## src/rtl/vga_pkg.sv

```systemverilog
// vga_pkg: default 640x480@60 timing, derived totals/widths and a shared range decode helper.
package vga_pkg;
    localparam int   CLK_DIV_DEF     = 4;
    localparam int   H_VISIBLE_DEF   = 640;
    localparam int   H_FRONT_DEF     = 16;
    localparam int   H_SYNC_DEF      = 96;
    localparam int   H_BACK_DEF      = 48;
    localparam int   V_VISIBLE_DEF   = 480;
    localparam int   V_FRONT_DEF     = 10;
    localparam int   V_SYNC_DEF      = 2;
    localparam int   V_BACK_DEF      = 33;
    localparam logic SYNC_ACTIVE_DEF = 1'b0;
    localparam int   H_TOTAL_DEF     = H_VISIBLE_DEF + H_FRONT_DEF + H_SYNC_DEF + H_BACK_DEF;
    localparam int   V_TOTAL_DEF     = V_VISIBLE_DEF + V_FRONT_DEF + V_SYNC_DEF + V_BACK_DEF;
    localparam int   HW_DEF          = $clog2(H_TOTAL_DEF);
    localparam int   VW_DEF          = $clog2(V_TOTAL_DEF);

    function automatic logic in_range(input int val, input int lo, input int len);
        return (val >= lo) && (val < lo + len);
    endfunction
endpackage

```

## src/rtl/pix_tick_gen.sv

```systemverilog
// pix_tick_gen: divides clk by CLK_DIV, tick_o high on the last count of each period.
module pix_tick_gen
    import vga_pkg::*;
#(
    parameter  int CLK_DIV = CLK_DIV_DEF,
    localparam int DW      = (CLK_DIV > 1) ? $clog2(CLK_DIV) : 1
) (
    input  logic clk,
    input  logic rst_n,
    output logic tick_o
);
    logic [DW-1:0] div_q, div_d;

    assign tick_o = (div_q == DW'(CLK_DIV - 1));
    assign div_d  = tick_o ? '0 : div_q + DW'(1);

    always_ff @(posedge clk or negedge rst_n) begin
        if (!rst_n) div_q <= '0;
        else        div_q <= div_d;
    end
endmodule

```

## src/rtl/vga_sync_gen.sv

```systemverilog
// vga_sync_gen: pixel-rate h/v counters with registered sync, display-enable and start strobes.
module vga_sync_gen
    import vga_pkg::*;
#(
    parameter  int   CLK_DIV     = CLK_DIV_DEF,
    parameter  int   H_VISIBLE   = H_VISIBLE_DEF,
    parameter  int   H_FRONT     = H_FRONT_DEF,
    parameter  int   H_SYNC      = H_SYNC_DEF,
    parameter  int   H_BACK      = H_BACK_DEF,
    parameter  int   V_VISIBLE   = V_VISIBLE_DEF,
    parameter  int   V_FRONT     = V_FRONT_DEF,
    parameter  int   V_SYNC      = V_SYNC_DEF,
    parameter  int   V_BACK      = V_BACK_DEF,
    parameter  logic SYNC_ACTIVE = SYNC_ACTIVE_DEF,
    localparam int   H_TOTAL     = H_VISIBLE + H_FRONT + H_SYNC + H_BACK,
    localparam int   V_TOTAL     = V_VISIBLE + V_FRONT + V_SYNC + V_BACK,
    localparam int   HW          = $clog2(H_TOTAL),
    localparam int   VW          = $clog2(V_TOTAL)
) (
    input  logic          clk,
    input  logic          rst_n,
    output logic          hsync,
    output logic          vsync,
    output logic          read_pixel,
    output logic [HW-1:0] h_cnt,
    output logic [VW-1:0] v_cnt,
    output logic          line_start,
    output logic          frame_start
);
    logic          tick, h_wrap, v_wrap;
    logic [HW-1:0] h_q, h_d;
    logic [VW-1:0] v_q, v_d;
    logic          hsync_q, vsync_q, read_q, line_q, frame_q;

    pix_tick_gen #(.CLK_DIV(CLK_DIV)) u_tick (
        .clk    (clk),
        .rst_n  (rst_n),
        .tick_o (tick)
    );

    assign h_wrap = tick && (h_q == HW'(H_TOTAL - 1));
    assign v_wrap = h_wrap && (v_q == VW'(V_TOTAL - 1));

    always_comb begin
        h_d = h_wrap ? '0 : (tick ? h_q + HW'(1) : h_q);
        v_d = v_wrap ? '0 : (h_wrap ? v_q + VW'(1) : v_q);
    end

    // Decode from next-state counters so every output lines up with the counts it is registered alongside.
    always_ff @(posedge clk or negedge rst_n) begin
        if (!rst_n) begin
            h_q     <= HW'(H_TOTAL - 1);
            v_q     <= VW'(V_TOTAL - 1);
            hsync_q <= ~SYNC_ACTIVE;
            vsync_q <= ~SYNC_ACTIVE;
            read_q  <= 1'b0;
            line_q  <= 1'b0;
            frame_q <= 1'b0;
        end else begin
            h_q     <= h_d;
            v_q     <= v_d;
            hsync_q <= in_range(int'(h_d), H_VISIBLE + H_FRONT, H_SYNC) ? SYNC_ACTIVE : ~SYNC_ACTIVE;
            vsync_q <= in_range(int'(v_d), V_VISIBLE + V_FRONT, V_SYNC) ? SYNC_ACTIVE : ~SYNC_ACTIVE;
            read_q  <= (h_d < HW'(H_VISIBLE)) && (v_d < VW'(V_VISIBLE));
            line_q  <= h_wrap;
            frame_q <= v_wrap;
        end
    end

    assign h_cnt       = h_q;
    assign v_cnt       = v_q;
    assign hsync       = hsync_q;
    assign vsync       = vsync_q;
    assign read_pixel  = read_q;
    assign line_start  = line_q;
    assign frame_start = frame_q;
endmodule
```

## config.mk

```make
export PLATFORM = sky130hd
export DESIGN_NAME = vga_sync_gen
export DESIGN_NICKNAME = d
export VERILOG_FILES = /design/src/rtl/vga_pkg.sv /design/src/rtl/pix_tick_gen.sv /design/src/rtl/vga_sync_gen.sv
export SDC_FILE = /design/constraint.sdc
export NUM_CORES = 1
export LEC_CHECK = 0
export ABC_AREA = 0
export BUFFER_PORTS_ARGS = -buffer_cell sky130_fd_sc_hd__buf_2
export CELL_PAD_IN_SITES_DETAIL_PLACEMENT = 1
export CELL_PAD_IN_SITES_GLOBAL_PLACEMENT = 2
export CORE_ASPECT_RATIO = 1.25
export CORE_MARGIN = 5
export CORE_UTILIZATION = 30
export CTS_CLUSTER_DIAMETER = 200
export DETAILED_ROUTE_END_ITERATION = 8
export PLACE_DENSITY_LB_ADDON = 0.3
export SLEW_MARGIN = 20
export SYNTH_ARGS = -nofsm -noshare
export SYNTH_HDL_FRONTEND = slang
export SYNTH_SLANG_ARGS = --single-unit
```

## constraint.sdc

```tcl
create_clock -name clk -period 2.2 [get_ports clk]
set_input_delay 0.22 -clock clk [delete_from_list [all_inputs] [get_ports clk]]
set_output_delay 0.22 -clock clk [all_outputs]
set_load 0.05 [all_outputs]
```

# ---- After elaboration in Yosys (flattened, before gate mapping)
# Index checks and enable logic that the tools add are counted.
dict set report word_totals {
  ff_bits 27
  input_bits 2
  output_inout_bits 25
  elab_cells 32
}
dict set report op_classes {
  addsub 3
  n_lt_le_gt_ge 6
  n_eq_ne 3
  mux 7
  reduce_logical 5
}
# op n
set ops {}
lappend ops {{two-way mux 10 bit} 4}
lappend ops {{adder 10 x 1 -> 10 bit, second input constant} 2}
lappend ops {{== test 10 bit, second input constant} 2}
lappend ops {{less-than comparator 10 bit, second input constant} 2}
lappend ops {{less-than comparator 10 x 9 -> 1 bit, second input constant} 2}
lappend ops {{greater-or-equal comparator 10 bit, second input constant} 1}
lappend ops {{greater-or-equal comparator 10 x 9 -> 1 bit, second input constant} 1}
lappend ops {{logical AND 1 bit} 5}
lappend ops {{adder 2 x 1 -> 2 bit, second input constant} 1}
lappend ops {{== test 2 bit, second input constant} 1}
lappend ops {{two-way mux 1 bit} 2}
lappend ops {{two-way mux 2 bit} 1}

# ---- Longest topological paths before layout
# Gate-level depths: netlist of the first run.
dict set report depth {
  ltp_word 7
  ltp_mapped 11
  mapped_depth_nobuf 8
}

# ---- Modules after synthesis
# From an unflattened synthesis of the first run, not the netlist that was laid out.
dict set report hier_totals {
  cells_unflattened 144
  area_unflattened_um2 1475.2
}
# module instances cells_each area_each_um2 seq_area_each_um2
set modules_own_cells {}
lappend modules_own_cells {vga_sync_gen 1 140 1408.9 640.6}
lappend modules_own_cells {pix_tick_gen 1 4 66.3 50.0}

# ---- Least setup slack after synthesis of the first run
# Ideal clock, no wire load.
dict set report synth_timing {
  path_kind {register to register}
  from {reg h_q[0] (netlist: h_cnt[0])}
  to {reg read_q (netlist: read_pixel)}
  setup_time_ns 0.094
  arrival_time_ns 2.421
  required_time_ns 2.106
  path_slack_ns -0.315
  path_stages_with_launch 9
  path_buffers 1
  synth_period_minus_slack_ns 2.515
  cell_sequence {dfstp_2 > ha_1 > nand3_1 > or3_1 > buf_2 > or3_4 > xnor2_2 > and4_1 > a211oi_1}
}
dict set report synth_between {
  elab_chain_len 6
  word_cells_on_any_way 11
  cone_classes {add/sub (1); order compare (2); eq/ne (1); mux (4); reduce/logical (3)}
}
# item line_no
set synth_lines {}
lappend synth_lines {{start: declaration} vga_sync_gen.sv:31} ;# logic [HW-1:0] h_q, h_d;
lappend synth_lines {{start signal: assignment} vga_sync_gen.sv:52} ;# h_q <= HW'(H_TOTAL - 1);
lappend synth_lines {{== test 10 bit (*)} vga_sync_gen.sv:41} ;# assign h_wrap = tick && (h_q == HW'(H_TOTAL - 1));
lappend synth_lines {{logical AND 1 bit (*)} vga_sync_gen.sv:41}
lappend synth_lines {{two-way mux 10 bit / logical AND 1 bit (equally long branches)} {vga_sync_gen.sv:46, vga_sync_gen.sv:42}}
lappend synth_lines {{two-way mux 10 bit (*)} vga_sync_gen.sv:46} ;# v_d = v_wrap ? '0 : (h_wrap ? v_q + VW'(1) : v_q);
lappend synth_lines {{net v_d[8]} vga_sync_gen.sv:32} ;# logic [VW-1:0] v_q, v_d;
lappend synth_lines {{less-than comparator 10 x 9 -> 1 bit (*)} vga_sync_gen.sv:64} ;# read_q <= (h_d < HW'(H_VISIBLE)) && (v_d < VW'(V_VISIBLE));
lappend synth_lines {{logical AND 1 bit (*)} vga_sync_gen.sv:64}
lappend synth_lines {{end signal: assignment} vga_sync_gen.sv:64}
lappend synth_lines {{end: declaration} vga_sync_gen.sv:33} ;# logic hsync_q, vsync_q, read_q, line_q, frame_q;
# The timed path passes the listed nets; every way through them passes the cells marked *.

# ---- Final worst setup path of the first run
dict set report layout_timing {
  from {reg h_q[5] (netlist: h_cnt[5])}
  to {reg vsync_q (netlist: vsync)}
}
dict set report layout_between {
  elab_chain_len 7
  word_cells_on_any_way 9
  cone_classes {order compare (2); eq/ne (1); mux (3); reduce/logical (3)}
}
# item line_no
set layout_lines {}
lappend layout_lines {{== test 10 bit (*)} vga_sync_gen.sv:41}
lappend layout_lines {{logical AND 1 bit (*)} vga_sync_gen.sv:41}
lappend layout_lines {{two-way mux 10 bit / logical AND 1 bit (equally long branches)} {vga_sync_gen.sv:46, vga_sync_gen.sv:42}}
lappend layout_lines {{two-way mux 10 bit (*)} vga_sync_gen.sv:46}
lappend layout_lines {{net v_d[8]} vga_sync_gen.sv:32}
lappend layout_lines {{greater-or-equal comparator 10 x 9 -> 1 bit / less-than comparator 10 x 9 -> 1 bit (equally long branches)} vga_pkg.sv:19} ;# return (val >= lo) && (val < lo + len);
lappend layout_lines {{logical AND 1 bit (*)} vga_pkg.sv:19}
lappend layout_lines {{two-way mux 1 bit (*)} vga_sync_gen.sv:63} ;# vsync_q <= in_range(int'(v_d), V_VISIBLE + V_FRONT, V_SYNC) ? SYNC_ACTIVE : ~SYNC_ACTIVE;
lappend layout_lines {{end signal: assignment} vga_sync_gen.sv:55} ;# vsync_q <= ~SYNC_ACTIVE;
lappend layout_lines {{end signal: assignment} vga_sync_gen.sv:63}
lappend layout_lines {{end: declaration} vga_sync_gen.sv:33}
# Marks and branches as above.

==> results.cfg, run 1 <==
[run_status]
status = finished clean

[setup_path]
worstSetupEndpoint = vsync
crit_fanout = 4
reg2reg_from = h_cnt[5]
startpoint = h_cnt[5]
r2r_slack_ps = 7
crit_arrival_ps = 2370
startpoint_type = flip-flop
reg2regPathDepth = 6
criticalPathCategory = flip-flop to flip-flop
end_kind = flip-flop
crit_required_ps = 2380
reg2reg_to = vsync

[clock_network]
cts_made_buffers = 3
clock_sinks = 27
clockRootBuffer = clkbuf_8
cts_max_level = 1
clock_latency_ps = 270
clkTransAtPathRegs_ps = 90
clockBufferDepth = 2
cts_tree = built

[sta]
final_hold_viol_count = 0
slew_headroom_pct = 59.5
drv_slew = 0
rsz0062_at_grt = true
setup_viol = 0
worstMarginPinSlew_ps = 607
hold_ws_ps = 447
finalCriticalPeriod_ps = 2190
post-route-period-util_pct = 99.7
max_freq_ghz = 0.456
skew_ps = 6.47

[synthesis]
synth-async-reset-ratio_pct = 100
synthCells = 120
synth_top_area_share_pct = 29.6
ys_ff_latch = 27
ys_top_cells_by_area = dfrtp_1 30%, dfstp_2 25%, xnor2_1 5.5%, ha_1 3.9%, nand4_1 3.9%
synth-main-ff-cell = dfrtp_1
synth_area_leader_cell = dfrtp_1
avgSynthCellArea_sq_um = 10.6
synth_cell_type_count = 31
yosysSeqAreaShare_pct = 54.4
synth_warnings = 0
syn_area_sq_um = 1270
synth_nets = 126
synth_edf_count = 0

[route]
wl_per_cell_um = 15.6
drtIter0Drc = 69
ant_nets = 0
drc = 0
drt-total-wl_mm = 3.38
dr.pass1.iters = 4
viasPerCell = 4.85
route.vias.total = 1053

[pwr]
peakVddDrop_mv = 0.222
leakage_nw = 0.761
power.density_nw_per_um2 = 469

[placement]
io_buffers = 26
dp_hpwl_mm = 2.62
place_inst = 210
place.gp.congestion = 0.861

[floorplan]
die_h_um = 82.7
die_w_um = 68.2
initial_core_util_pct = 31.0
row_count = 26
fp.coreArea_sq_um = 4100
dieArea_sq_um = 5640
io_pins = 27

[layout]
antennaDiodeCount = 0
multi_input_area_sq_um = 583
layout.cells.non_filler = 217
layout_common_cells = 26 x buf_2, 13 x buf_4, 12 x dfrtp_1
syn2layout_area_growth_pct = 31.1
drive_gt1_share_pct = 43.5
final_core_utilization_pct = 40.6
layout.nets = 168
seqCellArea_sq_um = 702
num-fill-cells = 490
mostFrequentLayoutCell = buf_2

[global_route]
grt_max_degree = 28
gr-total-overflow = 0
antenna_found_initial = 0
grt_pass1_vias = 1150
grt_usage_pct = 13.6
grt_pass1_wl_mm = 5.68

[flow_run]
maxCapViolations = 0

[hold_path]
holdCritPathClass = flip-flop to flip-flop
cell families after synthesis:
group                    share of synthesized area (%)
AO/OA/AOI/OAI                                     5.71
buffers and inverters                             3.25
AND/OR/NAND/NOR                                   22.4
multiplexers                                     0.788
XOR/XNOR                                          9.56
adder cells (fa/ha/maj)                           3.94
flip-flops                                        54.4
per-stage QoR:
stage | worst slack [ps] | TNS (ps) | total power [W] | area, sq um
floorplan | -83.5 | -132 | 0.000506 | 1290
global placement | 23.7 | 0 | 0.000516 | 1560
detailed placement | -19.7 | -19.7 | 0.000516 | 1560
CTS | 10.4 | 0 | 0.000802 | 1630
global route | -72.3 | -83.6 | 0.000826 | 1670
finish | 6.92 | 0 | 0.000781 | 1670
how the worst min path moves through the flow:
stage                            to  depth (start not counted)             from
finish              u_tick.div_q[0]                          1  u_tick.div_q[0]
floorplan               frame_start                          0            rst_n
global route        u_tick.div_q[0]                          1  u_tick.div_q[0]
CTS                 u_tick.div_q[0]                          1  u_tick.div_q[0]
detailed placement       line_start                          1            rst_n
global placement         line_start                          1            rst_n
worst max-delay path: stages (launching register included):
cell	delay (ps)
dfrtp_2	410
or3_1	400
or3_4	420
or3_4	350
xnor2_2	160
and4_4	260
nand4b_1	110
sequential cells by signal (all words and copies together) (netlist names):
| signal | flops |
|---|---|
| hsync | 1 |
| v_cnt | 10 |
| frame_start | 1 |
| vsync | 1 |
| u_tick.div_q | 2 |
| read_pixel | 1 |
| h_cnt | 10 |
| line_start | 1 |
synthesized netlist by cell type (all sizes together) (2+ instances only):
cell type and number:
buf 3, dfrtp 15, dfstp 12, ha 4
inv 7, nand2 11, nand3 6, nand4 8
nor2 7, nor2b 2, nor3 5, nor4 2
o21ai 6, o31ai 2, or3 6, xnor2 9
xor2 4
final cells by class:
class / instances / area share, %
flip-flops and latches: 27 / 42.1
multi-input cells: 83 / 35.0
well taps: 56 / 4.21
inverters: 7 / 1.58
repair buffers: 40 / 14.3
clock inverters: 1 / 0.301
clock buffers: 3 / 2.48
layer usage:
| layer | share of wire, % | vias up | track usage, % |
|---|---|---|---|
| li1 | - | 498 | - |
| met1 | 41 | 529 | 15.8 |
| met2 | 54 | 24 | 24.8 |
| met3 | 3.8 | 2 | 2.30 |
| met4 | 0.74 | 0 | 4.37 |
| met5 | 0 | - | 0 |
timing repair:
action | in CTS | in global routing
hold endpoints to repair | 15 | 0
setup buffers | 0 | 2
pin swaps | 0 | 3
hold buffers | 1 | 0
gates resized for setup | 3 | 5
endpoints found under the setup margin | 2 | 2
power by group:
part	total [W]	internal, W	switching (W)
Combinational	0.0000114	0.00000179	0.00000958
Sequential	0.000497	0.000497	0
Clock	0.000273	0.000126	0.000146
Total	0.000781	0.000625	0.000156
No activity file was read; power rests on OpenSTA's default activity.
==> run 2: changes to the inputs <==
Settings changed: CORE_UTILIZATION 30 to 31, SYNTH_HIERARCHICAL from default to 1.
==> run 2 against run 1 <==
  * Critical path depth grew 1
  * First-iteration DRC count shrank 25%
  * Power grew 0.78%
  * Flip-flop and latch count is the same
  * Count of clock-buffer cells in the layout is the same
  * Combinational power is essentially flat
  * Clock skew shrank 3.3 ps
  * Routed wire length grew 13%
  * Die area grew 11%
  * Sequential share of layout area shrank 2.7 points
==> results.cfg, run 2 <==
[floorplan]
initial_core_util_pct = 31.4
die_w_um = 71.7
dieArea_sq_um = 6250
row_count = 28
die_h_um = 87.1
fp.coreArea_sq_um = 4690
io_pins = 27

[setup_path]
criticalPathCategory = flip-flop to flip-flop
end_kind = flip-flop
crit_required_ps = 2400
crit_arrival_ps = 2190
startpoint_type = flip-flop
crit_fanout = 7

[synthesis]
synth_edf_count = 0
synth_warnings = 6
synth_nets = 150
syn_area_sq_um = 1480
avgSynthCellArea_sq_um = 10.2
ys_top_cells_by_area = dfrtp_1 25%, dfstp_2 21%, xnor2_1 4.7%, nand4_1 4.7%, xor2_1 3.6%
yosysSeqAreaShare_pct = 46.8
synth_cell_type_count = 44
synth_area_leader_cell = dfrtp_1
synth-async-reset-ratio_pct = 100
synthTopCellsByCount = 15 x dfrtp_1, 12 x dfstp_2, 12 x nor2_1
synth-main-ff-cell = dfrtp_1
synthCells = 144
synth_top_area_share_pct = 25.4
yosys.cell_count.top_type = dfrtp_1
ys_ff_latch = 27

[pwr]
leakage_nw = 0.825
power.density_nw_per_um2 = 450
peakVddDrop_mv = 0.380
total_power_w = 0.000787

[sta]
final_hold_viol_count = 0
drv_slew = 0
skew_ps = 3.22
max_freq_ghz = 0.502
final.setup.tns_ps = 0
rsz0062_at_grt = false
worstMarginPinSlew_ps = 608
setup_ws_ps = 210
slew_headroom_pct = 59.5
finalCriticalPeriod_ps = 1990
setup_viol = 0
post-route-period-util_pct = 90.5

[clock_network]
clockBufferDepth = 2
clockRootBuffer = clkbuf_8
cts_tree = built
clkTransAtPathRegs_ps = 90
clock_sinks = 27
clock_latency_ps = 270
cts_made_buffers = 3
cts_max_level = 1

[hold_path]
holdCritPathClass = flip-flop to flip-flop

[layout]
syn2layout_area_growth_pct = 18.6
mostFrequentLayoutCell = buf_2
antennaDiodeCount = 0
layout.nets = 183
layout_common_cells = 26 x buf_2, 15 x dfrtp_1, 12 x nor2_1, 12 x dfstp_2, 11 x nand4_1
drive_gt1_share_pct = 33.5
final_area_sq_um = 1750
final_core_utilization_pct = 37.3

[placement]
dp_slack_ps = 111
dp_hpwl_mm = 2.87
place.gp.congestion = 0.834
placed_cell_area_sq_um = 1690
io_buffers = 26

[route]
drtIter0Drc = 52
drc = 0
drt-total-wl_mm = 3.82
dr.pass1.iters = 4
viasPerCell = 5.08
wl_per_cell_um = 16.2
ant_nets = 0
route.vias.total = 1198

[global_route]
antenna_found_initial = 0
grt.busiest_layer = met2
grt_max_degree = 28
use_met1_pct = 16.2
use_met3_pct = 2.08
grt_pass1_vias = 1295
gr-total-overflow = 0
grt_usage_pct = 13.0
grt_use_met2_pct = 22.7
grt_pass1_wl_mm = 6.38

[flow_run]
maxCapViolations = 0

[run_status]
status = finished clean
## run 2: cell types whose count changed after synthesis, sizes merged, moves of 3 or more
cell and change:
nor3 -4, nor2 +6, or3 -4, nand4 +3, and3 +6, nand2 -3, a21oi +5, clkbuf +4
## run 2: report_power, final
group	total, W	internal (W)	switching, W
combinational	0.0000113	0.00000178	0.00000954
sequential	0.000497	0.000497	0
clock	0.000278	0.000127	0.000151
total	0.000787	0.000626	0.000161
## run 2: final cells by class
| cell class | count | area [sq um] |
|---|---|---|
| fill | 569 | 2950 |
| multi-input combinational | 104 | 714 |
| sequential | 27 | 691 |
| timing repair buffer | 35 | 200 |
| tap | 60 | 75.1 |
| clock buffer | 3 | 41.3 |
| inverter | 6 | 22.5 |
| clock inverter | 1 | 5.00 |
## run 2: worst paths after layout
check / start / end / slack [ps] / cells after the start
setup / recovery: h_cnt[0] / v_cnt[8] / 210 / 7
hold / removal: u_tick/div_q[0] / u_tick/div_q[0] / 430 / 1
setup reg to reg: h_cnt[0] / v_cnt[8] / 210 / 7
hold reg to reg: u_tick/div_q[0] / u_tick/div_q[0] / 430 / 1
max in group asynchronous: rst_n / u_tick/div_q[1] / 1320 / 2
min in group asynchronous: rst_n / h_cnt[6] / 490 / 2
## run 2: critical path, stage by stage (launching register included)
cell     delay (ps)
dfstp_2         580
ha_1            190
and4_2          310
nand3_2         130
inv_2           140
and3_1          220
and3_1          190
xor2_1          150
## run 2: metrics by stage
stage / hold slack [ps] / std cells
floorplan: -75.6 / 144
global placement: 263 / 231
detailed placement: 273 / 231
CTS: 440 / 236
global route: 454 / 236
finish: 435 / 236
## run 2: timing repair
| item | in CTS | in global routing |
|---|---|---|
| endpoints found under the setup margin | 0 | 1 |
| gates resized for setup | 0 | 2 |
| hold endpoints to repair | 15 | 0 |
| hold buffers | 1 | 0 |
| buffers inserted | 0 | 0 |
## run 2: kinds of logic (layout without fill, tap and decap cells)
logic type               count (synthesis)  after routing  share of synthesized area [%]
flip-flops                              27             27                           46.8
buffers and inverters                   13             45                           4.83
multiplexers                             3              3                           2.04
AO/OA/AOI/OAI                           16             16                           6.70
XOR/XNOR                                14             14                           8.31
adder cells (fa/ha/maj)                  4              4                           3.39
AND/OR/NAND/NOR                         67             67                           27.9
## run 2: per-layer routing
layer	vias up	part of all wire, %
met2	26	50
met3	6	3.3
li1	577	-
met1	589	45
met4	0	1.7
met5	-	0
